## src/rtl/papu_mixer.sv

```systemverilog
// Nonlinear NES-style APU channel mixer: pulse/TND lookup mix, channel mute,
// power-of-two box-filter decimation, attenuation and optional signed output.
module papu_mixer #(
    parameter int OUT_W      = 16,
    parameter int DECIM_LOG2 = 0,
    parameter int SIGNED_OUT = 0
) (
    input  logic             clk,
    input  logic             reset,
    input  logic             tick,
    input  logic [3:0]       sq1,
    input  logic [3:0]       sq2,
    input  logic [3:0]       triangle,
    input  logic [3:0]       noise,
    input  logic [6:0]       dmc,
    input  logic [4:0]       ch_enable,
    input  logic [1:0]       vol,
    output logic [OUT_W-1:0] sample_out,
    output logic             sample_valid
);

    // Strobe protocol: tick is a qualifier with no backpressure; codes and
    // ch_enable are taken on any tick cycle, and sample_valid marks the single
    // cycle in which sample_out takes a new value.

    localparam longint FULL  = (longint'(1) << OUT_W) - 1;
    localparam int     CNT_W = (DECIM_LOG2 > 0) ? DECIM_LOG2 : 1;
    localparam int     ACC_W = OUT_W + DECIM_LOG2;
    localparam logic [OUT_W-1:0] HALF = {1'b1, {(OUT_W-1){1'b0}}};
    localparam logic [OUT_W-1:0] RESET_OUT = (SIGNED_OUT != 0) ? HALF : '0;

    typedef logic [OUT_W-1:0] sq_tbl_t  [0:30];
    typedef logic [OUT_W-1:0] tnd_tbl_t [0:202];

    // Exact rational rounding: 95.52/(8128/n+100) == 9552*n / (100*(8128+100*n)).
    function automatic sq_tbl_t build_sq_tbl();
        sq_tbl_t t;
        longint  num;
        longint  den;
        for (int n = 0; n < 31; n++) begin
            if (n == 0) begin
                t[n] = '0;
            end else begin
                num  = 64'd9552 * longint'(n) * FULL;
                den  = 64'd100 * (64'd8128 + 64'd100 * longint'(n));
                t[n] = OUT_W'((2 * num + den) / (2 * den));
            end
        end
        return t;
    endfunction

    function automatic tnd_tbl_t build_tnd_tbl();
        tnd_tbl_t t;
        longint   num;
        longint   den;
        for (int n = 0; n < 203; n++) begin
            if (n == 0) begin
                t[n] = '0;
            end else begin
                num  = 64'd16367 * longint'(n) * FULL;
                den  = 64'd100 * (64'd24329 + 64'd100 * longint'(n));
                t[n] = OUT_W'((2 * num + den) / (2 * den));
            end
        end
        return t;
    endfunction

    localparam sq_tbl_t  SQ_TBL  = build_sq_tbl();
    localparam tnd_tbl_t TND_TBL = build_tnd_tbl();

    logic [3:0] sq1m, sq2m, trim, noisem;
    logic [6:0] dmcm;

    assign sq1m   = ch_enable[0] ? sq1      : 4'd0;
    assign sq2m   = ch_enable[1] ? sq2      : 4'd0;
    assign trim   = ch_enable[2] ? triangle : 4'd0;
    assign noisem = ch_enable[3] ? noise    : 4'd0;
    assign dmcm   = ch_enable[4] ? dmc      : 7'd0;

    logic             v1, v2, v3;
    logic [4:0]       sq_idx;
    logic [7:0]       tnd_idx;
    logic [OUT_W-1:0] sq_val, tnd_val, mix;
    logic [OUT_W:0]   pair_sum;

    assign pair_sum = {1'b0, sq_val} + {1'b0, tnd_val};

    always_ff @(posedge clk) begin
        if (reset) begin
            v1      <= 1'b0;
            v2      <= 1'b0;
            v3      <= 1'b0;
            sq_idx  <= '0;
            tnd_idx <= '0;
            sq_val  <= '0;
            tnd_val <= '0;
            mix     <= '0;
        end else begin
            v1 <= tick;
            v2 <= v1;
            v3 <= v2;
            if (tick) begin
                sq_idx  <= {1'b0, sq1m} + {1'b0, sq2m};
                tnd_idx <= {4'd0, trim} + {4'd0, trim} + {4'd0, trim}
                         + {3'd0, noisem, 1'b0} + {1'b0, dmcm};
            end
            if (v1) begin
                sq_val  <= SQ_TBL[sq_idx];
                tnd_val <= TND_TBL[tnd_idx];
            end
            if (v2) begin
                mix <= pair_sum[OUT_W] ? '1 : pair_sum[OUT_W-1:0];
            end
        end
    end

    logic [ACC_W-1:0] acc, acc_sum;
    logic [CNT_W-1:0] cnt;
    logic             window_done;
    logic [OUT_W-1:0] avg, atten, out_val;

    // With no decimation every mixed sample closes its own one-entry window.
    assign window_done = (DECIM_LOG2 == 0) || (cnt == '1);
    assign acc_sum     = acc + ACC_W'(mix);
    assign avg         = OUT_W'(acc_sum >> DECIM_LOG2);
    assign atten       = avg >> vol;
    assign out_val     = (SIGNED_OUT != 0) ? (atten - HALF) : atten;

    always_ff @(posedge clk) begin
        if (reset) begin
            acc          <= '0;
            cnt          <= '0;
            sample_out   <= RESET_OUT;
            sample_valid <= 1'b0;
        end else begin
            sample_valid <= 1'b0;
            if (v3) begin
                if (!window_done) begin
                    acc <= acc_sum;
                    cnt <= cnt + 1'b1;
                end else begin
                    acc          <= '0;
                    cnt          <= '0;
                    sample_out   <= out_val;
                    sample_valid <= 1'b1;
                end
            end
        end
    end

endmodule

```

## config.mk

```make
export PLATFORM = sky130hd
export DESIGN_NAME = papu_mixer
export DESIGN_NICKNAME = d
export VERILOG_FILES = /design/src/rtl/papu_mixer.sv
export SDC_FILE = /design/constraint.sdc
export NUM_CORES = 1
export LEC_CHECK = 0
export ABC_CLOCK_PERIOD_IN_PS = 2900
export BUFFER_PORTS_ARGS = -buffer_cell sky130_fd_sc_hd__buf_2
export CAP_MARGIN = 10
export CORE_ASPECT_RATIO = 0.6
export CORE_UTILIZATION = 58
export CTS_BUF_LIST = sky130_fd_sc_hd__clkbuf_8
export DETAILED_ROUTE_END_ITERATION = 8
export HOLD_SLACK_MARGIN = 0.15
export MAX_ROUTING_LAYER = met4
export PLACE_DENSITY = 0.79
export SKIP_CTS_REPAIR_TIMING = 1
export SYNTH_ARGS = -nofsm -noshare
export SYNTH_HDL_FRONTEND = slang
export SYNTH_SLANG_ARGS = --single-unit
```

## constraint.sdc

```tcl
create_clock -name clk -period 2.9 [get_ports clk]
set_input_delay 0.29 -clock clk [delete_from_list [all_inputs] [get_ports clk]]
set_output_delay 0.29 -clock clk [all_outputs]
set_load 0.1 [all_outputs]
```

==> summary.txt <==
Outcome
  – Failing checks: DRC
  – Outcome: complete, but fails checks

Clock tree
  – Root Buffer: clkbuf_8
  – CTS buffer count: 9
  – Clock sink count: 80
  – CTS HTree Levels: 3
  – Worst-path clk slew: around 0.090 ns
  – CTS tree: done
  – Clock Latency Late Sink: 0.36 ns
  – Clock Path Buffers: 2

Global routing
  – Largest net degree at the start of global routing: 68
  – GRT Total Usage: between 40 and 50%
  – Initial antenna violation count: 2
  – Congestion Overflow GR: 0
  – Vias in the first global route: between 9000 and 10000
  – First-pass GRT wire length: 56.17 mm

Drt
  – DR pass1 iterations: 9
  – DRC viols: 12
  – Drt via density: 7.160
  – DRT iter0 DRCs: about 1800
  – Via count: between 10000 and 15000
  – DR WL/cell: approximately 25 um
  – Final wirelength: approximately 37 mm
  – Final ANT Viol Nets: 0

Timing
  – Slew @ Worst Pin: between 0.9 and 1 ns
  – Final hold violations: 0
  – RSZ-0062 raised after global routing: false
  – Final worst path period share: 97.93%
  – Pins Over Slew Limit: 0
  – Max-slew headroom: around 37%
  – Clock Skew: 0.01190 ns
  – Max Clock Freq: 0.3521 GHz
  – Fin crit period: between 2 and 3 ns
  – Min setup slack post-route: around 0.06 ns
  – Final setup vio count: 0

Yosys
  – Synth warnings: 0
  – Unique cell type count in the Yosys netlist: just under 70
  – Cells after Synth: 1212
  – Dominant synthesized flop cell: dfxtp_1
  – Sequential share of the synthesized area: 18.03%
  – FF+latch count, synth: 80
  – Synthesized area: a little under 9000 um2
  – Async SR Flop Fraction: 0%
  – Syn Nets: roughly 1300
  – Mapped Avg Cell Area: between 7 and 8 um2
  – Post-synth EDFFs: 0

Cells and area
  – Fillers: 1234
  – FF+latch area: 1610 um2
  – Most common cell after layout, fill and taps aside: nor2_1
  – Area of the multi-input gates: 6611 um2
  – Area growth, synth to finish: 12.31%
  – Fin cells: around 1500
  – Layout cells sized above 1: roughly 16%
  – Final net count: approximately 1400
  – Most frequent cells in the layout: nor2_1 (148), nand2_1 (102), buf_4 (102)

Critical path
  – Worst-path fanout max: 4
  – CP arrival: 3.14 ns
  – CP required: around 3.2 ns
  – Worst setup EP type: flop
  – Startpoint Class: flop
  – Slowest stage delay, CP: approximately 0.45 ns
  – Crit-path cells: inv_1 > ha_1 > buf_4 > nor2_1 > a31oi_1 > o21ai_0 > a21oi_1 > a2111oi_1 > o2bb2ai_1
  – Buf/Inv on CP: 2
  – Top cell family by delay on the critical path: compound AO/OA/AOI/OAI gates
  – Critical path's slowest cell: o21ai_0
  – Crit Path Class: reg2reg

Power
  – Internal power: between 2 and 3 mW
  – Pleak: between 3 and 4 nW
  – Sequential power share: around a quarter
  – Combinational group share of total power: 55.4%
  – Power Total: around 5.0 mW
  – Net Sw Frac: between 40 and 50%
  – Pwr Density: roughly 500 nW/um2
  – Sw Pwr: approximately 2.4 mW
  – Maximum vdd drop: 313.1 uV
  – Clock share of power: 18.5%

Floorplanning
  – Core area: 14720 um2
  – Die width: between 150 and 200 um
  – Placement Rows: 34
  – Boundary Pins: 50
  – Chip height: roughly 98 um
  – Die area: ~16000 um2
  – Initial Util: about 60%

Worst hold path
  – Worst Hold Class: in2reg

Place
  – Gpl congestion: around 1.2
  – Number of port buffers: just under 50
  – DP Wirelength: between 20 and 30 mm
  – Dpl cells: ~1500
  – Pre-CTS WS: -0.2064 ns

Run
  – MaxCap Viol Count: 0
==> synth_stat cells (all sizes together), types with 10 or more instances <==
cell type / n / area, um2
mux4: 16 / 360.4
xnor2: 16 / 140.1
ha: 55 / 688.2
inv: 38 / 142.6
nor2b: 27 / 168.9
a211o: 12 / 105.1
o211ai: 19 / 142.6
o21ai: 76 / 380.4
nor3: 29 / 145.1
and3: 12 / 75.07
nor2: 148 / 555.5
mux2i: 34 / 340.3
buf: 53 / 297.8
and2: 28 / 175.2
nand2: 102 / 382.9
clkbuf: 59 / 221.5
a2111oi: 10 / 112.6
a21oi: 96 / 480.5
a31oi: 23 / 158.9
nand2b: 31 / 193.9
a211oi: 49 / 367.9
nand3: 27 / 135.1
o311ai: 21 / 183.9
a311oi: 21 / 183.9
dfxtp: 80 / 1602
==> cell families after synthesis <==
kind of cell	after synthesis	share of synthesized area [%]
AOI/OAI and AO/OA	408	31.50
xor gates and xnor gates	25	2.465
adders and majority gates	63	9.552
buffers and inverters	152	7.537
DFF	80	18.03
muxes	53	8.270
and+or+nand+nor	431	22.64
==> flip-flops by register name, summed over array words and instances (netlist names) <==
name	flops
sq_val	15
tnd_idx	8
tnd_val	16
v2	1
v1	1
sample_out	16
mix	16
sample_valid	1
v3	1
sq_idx	5
==> routing by layer <==
| layer | vias to the layer above | wire length (um) | track usage (%) |
|---|---|---|---|
| li1 | 4599 | - | - |
| met1 | 4898 | 15220 | 65.11 |
| met2 | 926 | 13790 | 61.01 |
| met3 | 124 | 6996 | 25.32 |
| met4 | 0 | 1046 | 11.25 |
| met5 | - | 0 | - |
==> power by group through the flow <==
| stage | combinational, mW | clock [mW] | sequential, mW |
|---|---|---|---|
| 6_report | 2.80 | 0.935 | 1.32 |
| 3_3_place_gp | 2.60 | 0 | 1.33 |
| 3_5_place_dp | 2.59 | 0 | 1.33 |
| 5_1_grt | 2.89 | 0.988 | 1.32 |
| 2_1_floorplan | 1.69 | 0 | 1.25 |
| 4_1_cts | 2.60 | 0.934 | 1.31 |
==> per-stage QoR <==
| step | instance area [um2] | setup TNS (ns) | util [%] | hold slack, ns |
|---|---|---|---|---|
| finish | 9975 | 0 | 67.77 | 0.3330 |
| global route | 9975 | 0 | 67.77 | 0.3355 |
| CTS | 9968 | 0 | 67.72 | 0.3188 |
| detailed placement | 9749 | -0.2526 | 66.24 | 0.4648 |
| global placement | 9749 | -0.05913 | 66.24 | 0.4554 |
| floorplan | 8881 | 0 | - | 0.4454 |
==> cell type report <==
| type | count | share of cell area, % |
|---|---|---|
| well taps | 198 | 2.484 |
| multi-input cells | 980 | 66.28 |
| clock inverters | 7 | 0.9533 |
| diodes | 2 | 0.05018 |
| flip-flops and latches | 80 | 16.14 |
| clock buffers | 9 | 1.242 |
| inverters | 40 | 1.505 |
| repair buffers | 157 | 11.34 |
==> final timing paths <==
kind | from | endpoint | slack, ns | cells after the start
setup / recovery | tnd_idx[0] | tnd_val[4] | 0.06 | 9
hold / removal | reset | tnd_idx[2] | 0.33 | 2
setup reg to reg | tnd_idx[0] | tnd_val[4] | 0.06 | 9
hold reg to reg | sample_out[15] | sample_out[15] | 0.48 | 2
Power figures use the tool's default switching activity.
